`src/rtl/mouse_cursor_tracker.sv`:
```
// rtl/mouse_cursor_tracker.sv - absolute cursor position, button levels and click/move strobes from PS/2 packets
module mouse_cursor_tracker #(
    parameter int SCREEN_W    = 640,
    parameter int SCREEN_H    = 480,
    parameter int COORD_WIDTH = 10,
    parameter int DELTA_WIDTH = 8,
    parameter int INIT_X      = 320,
    parameter int INIT_Y      = 240
) (
    input  logic                   clk,
    input  logic                   rst_n,
    input  logic                   i_packet_valid,
    input  logic                   i_left_btn,
    input  logic                   i_right_btn,
    input  logic                   i_x_overflow,
    input  logic                   i_y_overflow,
    input  logic                   i_x_sign,
    input  logic                   i_y_sign,
    input  logic [DELTA_WIDTH-1:0] i_dx,
    input  logic [DELTA_WIDTH-1:0] i_dy,
    input  logic                   i_recenter,
    output logic [COORD_WIDTH-1:0] o_x,
    output logic [COORD_WIDTH-1:0] o_y,
    output logic                   o_left_held,
    output logic                   o_right_held,
    output logic                   o_left_click,
    output logic                   o_right_click,
    output logic                   o_moved,
    output logic [7:0]             o_drop_cnt
);

    localparam int SW = COORD_WIDTH + 2;
    localparam logic signed [SW-1:0]   X_MAX  = SW'(SCREEN_W - 1);
    localparam logic signed [SW-1:0]   Y_MAX  = SW'(SCREEN_H - 1);
    localparam logic [COORD_WIDTH-1:0] X_INIT = COORD_WIDTH'(INIT_X);
    localparam logic [COORD_WIDTH-1:0] Y_INIT = COORD_WIDTH'(INIT_Y);

    typedef enum logic [1:0] {IDLE, CALC, UPDATE} state_t;
    state_t state, state_next;

    logic signed [DELTA_WIDTH:0] dx_r, dy_r;
    logic                        left_r, right_r;
    logic [COORD_WIDTH-1:0]      nx_r, ny_r;
    logic signed [SW-1:0]        sum_x, sum_y;
    logic [COORD_WIDTH-1:0]      clamp_x, clamp_y;

    always_ff @(posedge clk or negedge rst_n) begin
        if (!rst_n) state <= IDLE;
        else        state <= state_next;
    end

    always_comb begin
        state_next = state;
        if (i_recenter) begin
            state_next = IDLE;
        end else begin
            case (state)
                IDLE:    if (i_packet_valid) state_next = CALC;
                CALC:    state_next = UPDATE;
                UPDATE:  state_next = IDLE;
                default: state_next = IDLE;
            endcase
        end
    end

    // PS/2 reports +Y as up while the screen grows downward, hence the subtraction.
    always_comb begin
        sum_x = $signed({2'b00, o_x}) + $signed({{(SW-DELTA_WIDTH-1){dx_r[DELTA_WIDTH]}}, dx_r});
        sum_y = $signed({2'b00, o_y}) - $signed({{(SW-DELTA_WIDTH-1){dy_r[DELTA_WIDTH]}}, dy_r});
        clamp_x = sum_x[COORD_WIDTH-1:0];
        clamp_y = sum_y[COORD_WIDTH-1:0];
        if (sum_x[SW-1])        clamp_x = '0;
        else if (sum_x > X_MAX) clamp_x = X_MAX[COORD_WIDTH-1:0];
        if (sum_y[SW-1])        clamp_y = '0;
        else if (sum_y > Y_MAX) clamp_y = Y_MAX[COORD_WIDTH-1:0];
    end

    always_ff @(posedge clk or negedge rst_n) begin
        if (!rst_n) begin
            o_x           <= X_INIT;
            o_y           <= Y_INIT;
            o_left_held   <= 1'b0;
            o_right_held  <= 1'b0;
            o_left_click  <= 1'b0;
            o_right_click <= 1'b0;
            o_moved       <= 1'b0;
            o_drop_cnt    <= 8'd0;
            dx_r          <= '0;
            dy_r          <= '0;
            left_r        <= 1'b0;
            right_r       <= 1'b0;
            nx_r          <= X_INIT;
            ny_r          <= Y_INIT;
        end else begin
            o_left_click  <= 1'b0;
            o_right_click <= 1'b0;
            o_moved       <= 1'b0;
            if (i_recenter) begin
                o_x     <= X_INIT;
                o_y     <= Y_INIT;
                o_moved <= (o_x != X_INIT) || (o_y != Y_INIT);
            end else begin
                case (state)
                    IDLE: if (i_packet_valid) begin
                        dx_r    <= i_x_overflow ? '0 : {i_x_sign, i_dx};
                        dy_r    <= i_y_overflow ? '0 : {i_y_sign, i_dy};
                        left_r  <= i_left_btn;
                        right_r <= i_right_btn;
                    end
                    CALC: begin
                        nx_r <= clamp_x;
                        ny_r <= clamp_y;
                    end
                    UPDATE: begin
                        o_x           <= nx_r;
                        o_y           <= ny_r;
                        o_moved       <= (nx_r != o_x) || (ny_r != o_y);
                        o_left_held   <= left_r;
                        o_right_held  <= right_r;
                        o_left_click  <= left_r & ~o_left_held;
                        o_right_click <= right_r & ~o_right_held;
                    end
                    default: ;
                endcase
                if (i_packet_valid && state != IDLE && o_drop_cnt != 8'hFF)
                    o_drop_cnt <= o_drop_cnt + 8'd1;
            end
        end
    end

endmodule
```
`config.mk`:
```
export PLATFORM = sky130hd
export DESIGN_NAME = mouse_cursor_tracker
export DESIGN_NICKNAME = d
export VERILOG_FILES = /design/src/rtl/mouse_cursor_tracker.sv
export SDC_FILE = /design/constraint.sdc
export NUM_CORES = 1
export LEC_CHECK = 0
export ABC_AREA = 0
export CORE_MARGIN = 2
export CORE_UTILIZATION = 50
export DETAILED_ROUTE_END_ITERATION = 8
export DONT_BUFFER_PORTS = 1
export PLACE_DENSITY = 0.68
export SETUP_SLACK_MARGIN = 0.15
export SYNTH_ARGS = -nofsm -noshare
export SYNTH_HDL_FRONTEND = slang
export SYNTH_SLANG_ARGS = --single-unit
```
`constraint.sdc`:
```
create_clock -name clk -period 3.6 [get_ports clk]
set_input_delay 1.08 -clock clk [delete_from_list [all_inputs] [get_ports clk]]
set_output_delay 1.08 -clock clk [all_outputs]
set_load 0.005 [all_outputs]
```
==> flow_metrics.py, run 1 <==
metrics = {
    "power": {
        "powerDensity_nw_per_um2": 580,
        "power.switching_w": 0.000854,
        "clockPowerShare": 0.259,
        "vdd_ir_drop_max_v": 0.000266,
        "p_int_w": 0.00176,
        "leakage_nw": 2.01,
        "comb_power_share": 0.269,
        "swShare": 0.326,
        "power.share.sequential": 0.472,
    },
    "run_status": {
        "status": "finished, final reports clean",
    },
    "clock_tree": {
        "cts_hold_buf": 0,
        "clkSinkCount": 75,
        "clock_latency_ns": 0.35,
        "cts_buffer_depth": 2,
        "cts_setup_buffers": 0,
        "cts_htree_levels": 3,
        "numCtsBuffers": 9,
        "root_buffer": "clkbuf_8",
        "clk_pin_slew_ns": 0.08,
        "cts_tree": "yes",
        "cts_resized": 0,
    },
    "drt": {
        "drc": 0,
        "route.vias.total": 3133,
        "vias_per_cell": 5.97,
        "antenna_left": 0,
        "drt-pass1-iter-count": 4,
        "routed_wl_um": 9720,
        "routedWlPerCell_um": 18.5,
        "drt_iter0_drc": 193,
    },
    "placement": {
        "gp_congestion": 0.921,
        "io_buffers": 0,
        "place_area_sq_um": 4300,
        "pre_cts_slack_ns": 0.569,
        "dp_hpwl_um": 7150,
    },
    "timing": {
        "timing.hold.ws_ns": 0.421,
        "relSlewSlack": 0.294,
        "fin_ws_ns": 0.543,
        "setup_violations": 0,
        "skew_ns": 0.00790,
        "setup_tns_ns": 0,
        "max_freq_ghz": 0.327,
        "hold_violations": 0,
        "layout_min_cycle_time_ns": 3.06,
        "rsz0062_at_grt": "no",
        "tightest_slew_ns": 1.06,
        "timing.final.max_slew_violations": 0,
        "fin_crit_sh": 0.849,
    },
    "critical_path": {
        "path_max_fanout": 6,
        "worst_ep_arrival_time_ns": 3.30,
        "startpoint_type": "flip-flop",
        "worstSetupPathType": "flip-flop to flip-flop",
        "r2r_start": "o_y[0]$_DFFE_PN0P_",
        "crit_required_ns": 3.84,
        "worst_r2r_endpoint": "ny_r[2]$_DFFE_PN0P_",
        "endpoint_kind": "flip-flop",
        "r2r_setup_slack_ns": 0.54,
        "rr_worst_depth": 11,
    },
    "yosys": {
        "synth_area_leaders": "dfrtp_1 (38%), dfstp_2 (7.5%), ha_1 (6.8%)",
        "synth_area_sq_um": 4200,
        "synth_cells": 414,
        "yosys_most_used_dff": "dfrtp_1",
        "synth_top_area_frac": 0.375,
        "async_reset_ff_frac": 1.00,
        "synth_edf_count": 0,
        "synth_fp_nets": 465,
        "yosysMostFrequentCell": "dfrtp_1",
        "synth_area_per_cell_sq_um": 10.1,
        "synth-seq-area-share": 0.450,
        "synth_cell_types": 54,
        "synth_commonest_cells": "dfrtp_1 (63), nand2_1 (42), o21ai_0 (33), xnor2_1 (25), ha_1 (23)",
        "ys_warn_count": 0,
        "synth-seq-cells": 75,
        "yosys.area.top_type": "dfrtp_1",
    },
    "floorplan": {
        "coreArea_sq_um": 8180,
        "initial_core_util": 0.514,
        "rows": 33,
        "fp.dieH_um": 95.7,
        "die_w_um": 95.7,
        "die_area_sq_um": 9150,
        "io_pins": 59,
    },
    "global_route": {
        "grt_pass1_vias": 2997,
        "track_usage": 0.228,
        "antenna_found_initial": 0,
        "overflow": 0,
        "grt_pass1_wl_um": 15400,
        "grt_max_degree": 76,
    },
    "cells_and_area": {
        "diodes": 0,
        "final_area_sq_um": 4510,
        "syn2layout_area_growth_pct": 7.33,
        "num-fill-cells": 725,
        "nets": 466,
        "utilization": 0.552,
        "drive_gt1_frac": 0.0833,
    },
    "flow_run": {
        "drv_cap": 0,
    },
    "worst_hold_path": {
        "hp-class": "primary input to async pin",
    },
}
area by class of cell:
class / count / area (sq um) / area share
timing repair buffer: 2 / 15.0 / 0.00333
clock inverter: 1 / 30.0 / 0.00666
inverter: 22 / 82.6 / 0.0183
tap: 105 / 131 / 0.0291
clock buffer: 15 / 176 / 0.0391
sequential: 75 / 1890 / 0.420
multi-input combinational: 305 / 2180 / 0.484
routing by layer:
metal	wire, um	share of wire	global-route usage	vias to the layer above
li1	-	-	-	1490
met1	4570	0.47	0.324	1530
met2	4310	0.44	0.334	99
met3	633	0.065	0.0506	14
met4	205	0.021	0.0952	0
met5	0	0	0	-
power groups by stage:
stage | Combinational [W] | Clock (W) | Sequential, W
after floorplan | 0.000573 | 0 | 0.00119
after global placement | 0.000684 | 0 | 0.00125
after detailed placement | 0.000701 | 0 | 0.00125
after CTS | 0.000704 | 0.000692 | 0.00124
after global routing | 0.000790 | 0.000724 | 0.00127
final | 0.000703 | 0.000678 | 0.00124
worst max-delay path: stages (launching register included):
cell and delay [ns]:
dfrtp_1 0.43, inv_1 0.12, ha_1 0.17, inv_1 0.06, fa_1 0.41, a211oi_1 0.31
o21ai_0 0.17, a41oi_1 0.33, xor2_1 0.12, a2bb2oi_1 0.38, nor2_1 0.17, a311oi_1 0.28
logic make-up (layout without fill, tap and decap cells):
| logic type | after synthesis | in the layout | synth area share |
|---|---|---|---|
| buffers and inverters | 34 | 40 | 0.0304 |
| flip-flops | 75 | 75 | 0.450 |
| XOR/XNOR | 44 | 44 | 0.0917 |
| AND/OR/NAND/NOR | 124 | 124 | 0.156 |
| multiplexers | 3 | 3 | 0.00863 |
| adder cells (fa/ha/maj) | 25 | 25 | 0.0780 |
| AO/OA/AOI/OAI | 109 | 109 | 0.185 |
stage by stage:
step	total power (W)	cells
after floorplan	0.00177	414
after global placement	0.00193	509
after detailed placement	0.00195	509
after CTS	0.00263	525
after global routing	0.00278	525
final	0.00262	525
layout by cell type, fill, tap and decap left out, drive strengths merged, types with 4 or more instances in the layout:
| cell | n |
|---|---|
| a22o | 12 |
| a21oi | 15 |
| o211ai | 6 |
| nand2b | 11 |
| o21ai | 34 |
| a221o | 6 |
| dfstp | 12 |
| nand3 | 7 |
| xor2 | 19 |
| a21o | 5 |
| clkbuf | 15 |
| nor2 | 18 |
| inv | 22 |
| nand4 | 5 |
| o22a | 6 |
| nand3b | 10 |
| nor4 | 7 |
| dfrtp | 63 |
| xnor2 | 25 |
| nor3 | 4 |
| nand2 | 42 |
| ha | 23 |
registers in the layout, summed over array words and instances, names as in the netlist, 2 cells and up:
signal	count
nx_r	10
o_x	10
dx_r	9
o_y	10
state	2
ny_r	10
o_drop_cnt	8
dy_r	9
worst max path at each step:
stage,start,endpoint,slack (ns),depth (start not counted)
2_1_floorplan,o_x[0]$_DFFE_PN0P_,nx_r[7]$_DFFE_PN0P_,0.82,10
4_1_cts,o_y[0]$_DFFE_PN0P_,ny_r[2]$_DFFE_PN0P_,0.54,11
5_1_grt,o_y[0]$_DFFE_PN0P_,ny_r[0]$_DFFE_PN0P_,0.19,11
3_5_place_dp,o_y[0]$_DFFE_PN0P_,ny_r[2]$_DFFE_PN0P_,0.57,11
6_report,o_y[0]$_DFFE_PN0P_,ny_r[2]$_DFFE_PN0P_,0.54,11
3_3_place_gp,o_y[0]$_DFFE_PN0P_,ny_r[0]$_DFFE_PN0P_,0.71,11
Power figures use the tool's default switching activity.
==> run 2, diff against run 1 <==
==> constraint.sdc (replaced) <==
create_clock -name clk -period 3.2 [get_ports clk]
set_input_delay 0.96 -clock clk [delete_from_list [all_inputs] [get_ports clk]]
set_output_delay 0.96 -clock clk [all_outputs]
set_load 0.005 [all_outputs]
==> run 2 against run 1 <==
Wire length increased by 4.0%. Maximum frequency rose by 3.8%. Non-clock buffer count rose by 5. Final area increased by 0.42%. Critical path depth decreased by 1. Utilization grew 0.23 points. Clock-buffer cell count down 4. Worst hold slack lost 0.12 ns. Combinational power grew 15%.
==> flow_metrics.py, run 2 (synthesis results as in run 1) <==
metrics = {
    "timing": {
        "rsz0062_at_grt": "no",
        "setup_violations": 0,
        "fin_ws_ns": 0.256,
        "hold_violations": 0,
        "relSlewSlack": 0.517,
        "setup_tns_ns": 0,
        "fin_crit_sh": 0.920,
        "skew_ns": 0.0146,
        "layout_min_cycle_time_ns": 2.94,
        "timing.final.max_slew_violations": 0,
        "tightest_slew_ns": 0.724,
        "max_freq_ghz": 0.340,
    },
    "global_route": {
        "grt_use_met2": 0.349,
        "grt-busiest-layer": "met2",
        "grt_max_degree": 76,
        "track_usage": 0.234,
        "grt_pass1_wl_um": 16000,
        "overflow": 0,
        "gr-usage-met3": 0.0514,
        "grt_pass1_vias": 3137,
        "antenna_found_initial": 0,
        "use_met1": 0.335,
    },
    "floorplan": {
        "die_w_um": 95.7,
        "die_area_sq_um": 9150,
        "fp.dieH_um": 95.7,
        "coreArea_sq_um": 8180,
        "rows": 33,
        "initial_core_util": 0.514,
        "io_pins": 59,
    },
    "power": {
        "power.switching_w": 0.00100,
        "power.share.sequential": 0.483,
        "leakage_nw": 2.02,
        "comb_power_share": 0.280,
        "swShare": 0.349,
        "clockPowerShare": 0.237,
        "p_int_w": 0.00188,
        "powerDensity_nw_per_um2": 636,
        "vdd_ir_drop_max_v": 0.000278,
    },
    "drt": {
        "vias_per_cell": 5.96,
        "routedWlPerCell_um": 19.1,
        "route.vias.total": 3160,
        "drt-pass1-iter-count": 5,
        "drt_iter0_drc": 191,
        "routed_wl_um": 10100,
        "antenna_left": 0,
        "drc": 0,
    },
    "clock_tree": {
        "cts_setup_buffers": 0,
        "cts_tree": "yes",
        "root_buffer": "clkbuf_8",
        "cts_htree_levels": 3,
        "cts_buffer_depth": 2,
        "clock_latency_ns": 0.35,
        "clkSinkCount": 75,
        "clk_pin_slew_ns": 0.08,
        "numCtsBuffers": 9,
    },
    "critical_path": {
        "path_max_fanout": 5,
        "critPathSlowestCell": "or4b_4",
        "crit_required_ns": 3.44,
        "crit_chain": "ha_1 -> inv_1 -> fa_1 -> nor2b_4 -> o31a_1 -> o211a_1 -> or4b_4 -> mux2_4 -> and2_4 -> a32o_1",
        "r2r_setup_slack_ns": 0.26,
        "worstSetupPathType": "flip-flop to flip-flop",
        "endpoint_kind": "flip-flop",
        "worst_ep_arrival_time_ns": 3.18,
        "cp_slowest_stage_delay_ns": 0.52,
        "startpoint_type": "flip-flop",
    },
    "cells_and_area": {
        "utilization": 0.554,
        "drive_gt1_frac": 0.104,
        "syn2layout_area_growth_pct": 7.77,
        "diodes": 0,
        "num-fill-cells": 725,
        "nets": 471,
        "final_common_cell": "dfrtp_1",
        "final_cell_mix": "dfrtp_1 (62), nand2_1 (42), o21ai_0 (33), xnor2_1 (25), ha_1 (23)",
    },
    "placement": {
        "gp_congestion": 0.905,
        "pre_cts_slack_ns": 0.260,
        "io_buffers": 0,
        "dp_hpwl_um": 7450,
    },
    "run_status": {
        "status": "finished, final reports clean",
    },
    "flow_run": {
        "drv_cap": 0,
    },
    "worst_hold_path": {
        "hp-class": "primary input to async pin",
    },
}
-- run 2: critical path, delay by kind of cell (launching register included) --
family,cells,cell delay [ns]
AOI/OAI and AO/OA,3,0.78
and+or+nand+nor,3,0.73
adders and majority gates,2,0.48
DFF,1,0.46
muxes,1,0.31
buffers and inverters,1,0.07
-- run 2: final cells by class --
cell class              instances  area (sq um)  area share
clock buffers                  11           141      0.0312
well taps                     105           131      0.0290
flip-flops and latches         75          1890       0.418
repair buffers                  7          52.6      0.0116
multi-input cells             305          2190       0.484
inverters                      22          82.6      0.0182
clock inverters                 5          37.5     0.00829
-- run 2: metrics by stage --
| stage | power (W) | hold WS, ns | std cells | instance area, sq um |
|---|---|---|---|---|
| 2_1_floorplan | 0.00199 | 0.453 | 414 | 4200 |
| 3_3_place_gp | 0.00218 | 0.466 | 514 | 4340 |
| 3_5_place_dp | 0.00221 | 0.480 | 514 | 4340 |
| 6_report | 0.00288 | 0.296 | 530 | 4530 |
| 5_1_grt | 0.00307 | 0.268 | 530 | 4530 |
| 4_1_cts | 0.00290 | 0.275 | 530 | 4520 |
-- run 2: final timing paths --
path | start | endpoint | depth (start not counted)
setup / recovery | o_x[0]$_DFFE_PN0P_ | nx_r[7]$_DFFE_PN0P_ | 10
hold / removal | rst_n | o_drop_cnt[3]$_DFFE_PN0P_ | 0
setup reg to reg | o_x[0]$_DFFE_PN0P_ | nx_r[7]$_DFFE_PN0P_ | 10
hold reg to reg | right_r$_DFFE_PN0P_ | o_right_held$_DFFE_PN0P_ | 2
max in group asynchronous | rst_n | nx_r[6]$_DFFE_PN1P_ | 0
min in group clk | right_r$_DFFE_PN0P_ | o_right_held$_DFFE_PN0P_ | 2
-- run 2: per-layer routing --
| metal | wire (um) | vias up |
|---|---|---|
| li1 | - | 1505 |
| met1 | 4740 | 1564 |
| met2 | 4640 | 81 |
| met3 | 594 | 10 |
| met4 | 129 | 0 |
| met5 | 0 | - |
-- run 2: timing repair --
item | in CTS | in global routing
endpoints found under the setup margin | 0 | 7
resized for setup | 0 | 2
hold buffers | 0 | 0
-- run 2: power groups by stage --
stage               sequential, W  clock, W  combinational (W)
detailed placement        0.00141         0           0.000801
CTS                       0.00139  0.000704           0.000806
global placement          0.00140         0           0.000784
finish                    0.00139  0.000683           0.000807
floorplan                 0.00134         0           0.000644
global route              0.00142  0.000742           0.000905
==> run 3, diff against run 2 <==
--- a/config.mk
+++ b/config.mk
@@ -11,6 +11,7 @@
 export DETAILED_ROUTE_END_ITERATION = 8
 export DONT_BUFFER_PORTS = 1
 export PLACE_DENSITY = 0.68
+export REMOVE_ABC_BUFFERS = 1
 export SETUP_SLACK_MARGIN = 0.15
 export SYNTH_ARGS = -nofsm -noshare
 export SYNTH_HDL_FRONTEND = slang
==> run 3 against run 2 <==
Combinational power about the same. Largest cell class unchanged. Final cell count down 0.19%. Wire length down 4.9%. Worst hold slack better by 0.0020 ns. Sequential power about the same. Sequential cell count unchanged. Clock power down 4.2%. Largest power group unchanged.
==> flow_metrics.py, run 3 (synthesis results as in run 1) <==
metrics = {
    "run_status": {
        "status": "finished, final reports clean",
    },
    "global_route": {
        "grt_max_degree": 76,
        "grt_pass1_vias": 3050,
        "grt_pass1_wl_um": 15600,
        "overflow": 0,
        "antenna_found_initial": 0,
        "track_usage": 0.227,
    },
    "power": {
        "leakage_nw": 2.01,
        "comb_power_share": 0.284,
        "powerDensity_nw_per_um2": 629,
        "vdd_ir_drop_max_v": 0.000304,
        "power_w": 0.00284,
        "power.switching_w": 0.000989,
        "power.share.sequential": 0.486,
        "p_int_w": 0.00185,
        "swShare": 0.348,
        "clockPowerShare": 0.230,
    },
    "drt": {
        "routedWlPerCell_um": 18.2,
        "routed_wl_um": 9610,
        "route.vias.total": 3143,
        "drc": 0,
        "vias_per_cell": 5.94,
        "drt-pass1-iter-count": 4,
        "antenna_left": 0,
        "drt_iter0_drc": 155,
    },
    "critical_path": {
        "worst_ep_arrival_time_ns": 3.17,
        "startpoint_type": "flip-flop",
        "path_buf_inv": 1,
        "r2r_start": "o_x[0]$_DFFE_PN0P_",
        "cp_slowest_stage_delay_ns": 0.52,
        "critical-path-top-delay-family": "compound AO/OA/AOI/OAI gates",
        "worstSetupPathType": "flip-flop to flip-flop",
        "endpoint_kind": "flip-flop",
        "crit_required_ns": 3.44,
        "crit_chain": "ha_1 -> inv_1 -> fa_2 -> nor2b_4 -> o31a_1 -> o211a_1 -> or4b_4 -> mux2_4 -> and2_4 -> a32o_1",
        "path_max_fanout": 5,
        "cp-startpoint": "o_x[0]$_DFFE_PN0P_",
        "critPathSlowestCell": "or4b_4",
    },
    "timing": {
        "tightest_slew_ns": 0.954,
        "rsz0062_at_grt": "no",
        "hold_violations": 0,
        "timing.final.max_slew_violations": 0,
        "setup_violations": 0,
        "layout_min_cycle_time_ns": 2.93,
        "skew_ns": 0.00988,
        "max_freq_ghz": 0.342,
        "relSlewSlack": 0.364,
        "setup_tns_ns": 0,
        "fin_crit_sh": 0.914,
    },
    "floorplan": {
        "io_pins": 59,
        "coreArea_sq_um": 8180,
        "initial_core_util": 0.514,
        "fp.dieH_um": 95.7,
        "die_w_um": 95.7,
        "rows": 33,
        "die_area_sq_um": 9150,
    },
    "clock_tree": {
        "cts_tree": "yes",
        "cts_setup_buffers": 0,
        "cts_buffer_depth": 2,
        "cts_htree_levels": 3,
        "numCtsBuffers": 9,
        "clk_pin_slew_ns": 0.08,
        "clkSinkCount": 75,
        "root_buffer": "clkbuf_8",
        "clock_latency_ns": 0.35,
    },
    "placement": {
        "gp_congestion": 0.846,
        "dp_hpwl_um": 6960,
        "io_buffers": 0,
    },
    "worst_hold_path": {
        "hp-class": "primary input to async pin",
    },
    "cells_and_area": {
        "final_common_cell": "dfrtp_1",
        "syn2layout_area_growth_pct": 7.47,
        "diodes": 0,
        "nets": 470,
        "final_cell_mix": "dfrtp_1 (62), nand2_1 (42), o21ai_0 (33), xnor2_1 (25), ha_1 (23)",
        "num-fill-cells": 752,
        "drive_gt1_frac": 0.106,
    },
    "flow_run": {
        "drv_cap": 0,
    },
}
## run 3: cell types whose count changed in the layout (fill, tap and decap cells not counted), sizes merged
cell / delta
clkinv: +1
clkinvlp: +1
clkbuf: -1
inv: -1
buf: -1
## run 3: layer usage
metal,vias up,wire (um),GRT usage
met5,-,0,0
met2,83,4390,0.338
met3,19,580,0.0553
met1,1540,4440,0.322
li1,1501,-,-
met4,0,206,0.0833
## run 3: cell type report
| class | instances | area (sq um) | area share |
|---|---|---|---|
| clock inverters | 6 | 41.3 | 0.00914 |
| well taps | 105 | 131 | 0.0291 |
| repair buffers | 6 | 45.0 | 0.00998 |
| clock buffers | 10 | 128 | 0.0283 |
| multi-input cells | 305 | 2190 | 0.486 |
| inverters | 22 | 82.6 | 0.0183 |
| flip-flops and latches | 75 | 1890 | 0.419 |
## run 3: power by group through the flow
| stage | logic [W] | clock network, W | registers (W) |
|---|---|---|---|
| 5_1_grt | 0.000906 | 0.000721 | 0.00141 |
| 3_5_place_dp | 0.000795 | 0 | 0.00140 |
| 4_1_cts | 0.000801 | 0.000672 | 0.00138 |
| 6_report | 0.000807 | 0.000654 | 0.00138 |
| 3_3_place_gp | 0.000777 | 0 | 0.00139 |
| 2_1_floorplan | 0.000640 | 0 | 0.00134 |
## run 3: per-stage QoR
step           std cells  cell area (sq um)  hold WS [ns]  setup WS [ns]   util
2_1_floorplan        402               4160         0.453          0.423      -
3_3_place_gp         513               4330         0.463          0.338  0.530
3_5_place_dp         513               4330         0.478          0.273  0.530
4_1_cts              529               4500         0.278          0.255  0.551
5_1_grt              529               4520         0.260          0.167  0.552
6_report             529               4520         0.298          0.274  0.552
## run 3: path summary, 6_finish.rpt
path                            slack, ns                  end  cells past startpoint
worst max-delay path                 0.27  nx_r[7]$_DFFE_PN0P_                     10
worst min-delay path                 0.30  dy_r[6]$_DFFE_PN0P_                      0
worst max register to register       0.27  nx_r[7]$_DFFE_PN0P_                     10
worst min register to register       0.49  dy_r[0]$_DFFE_PN0P_                      2
max in group asynchronous            2.68   o_x[8]$_DFFE_PN1P_                      0
min in group clk                     0.49  dy_r[0]$_DFFE_PN0P_                      2
## run 3: what timing repair did
action                     in CTS  in global routing
gates resized for setup         0                  4
setup endpoints to repair       0                  4
hold buffers                    0                  0
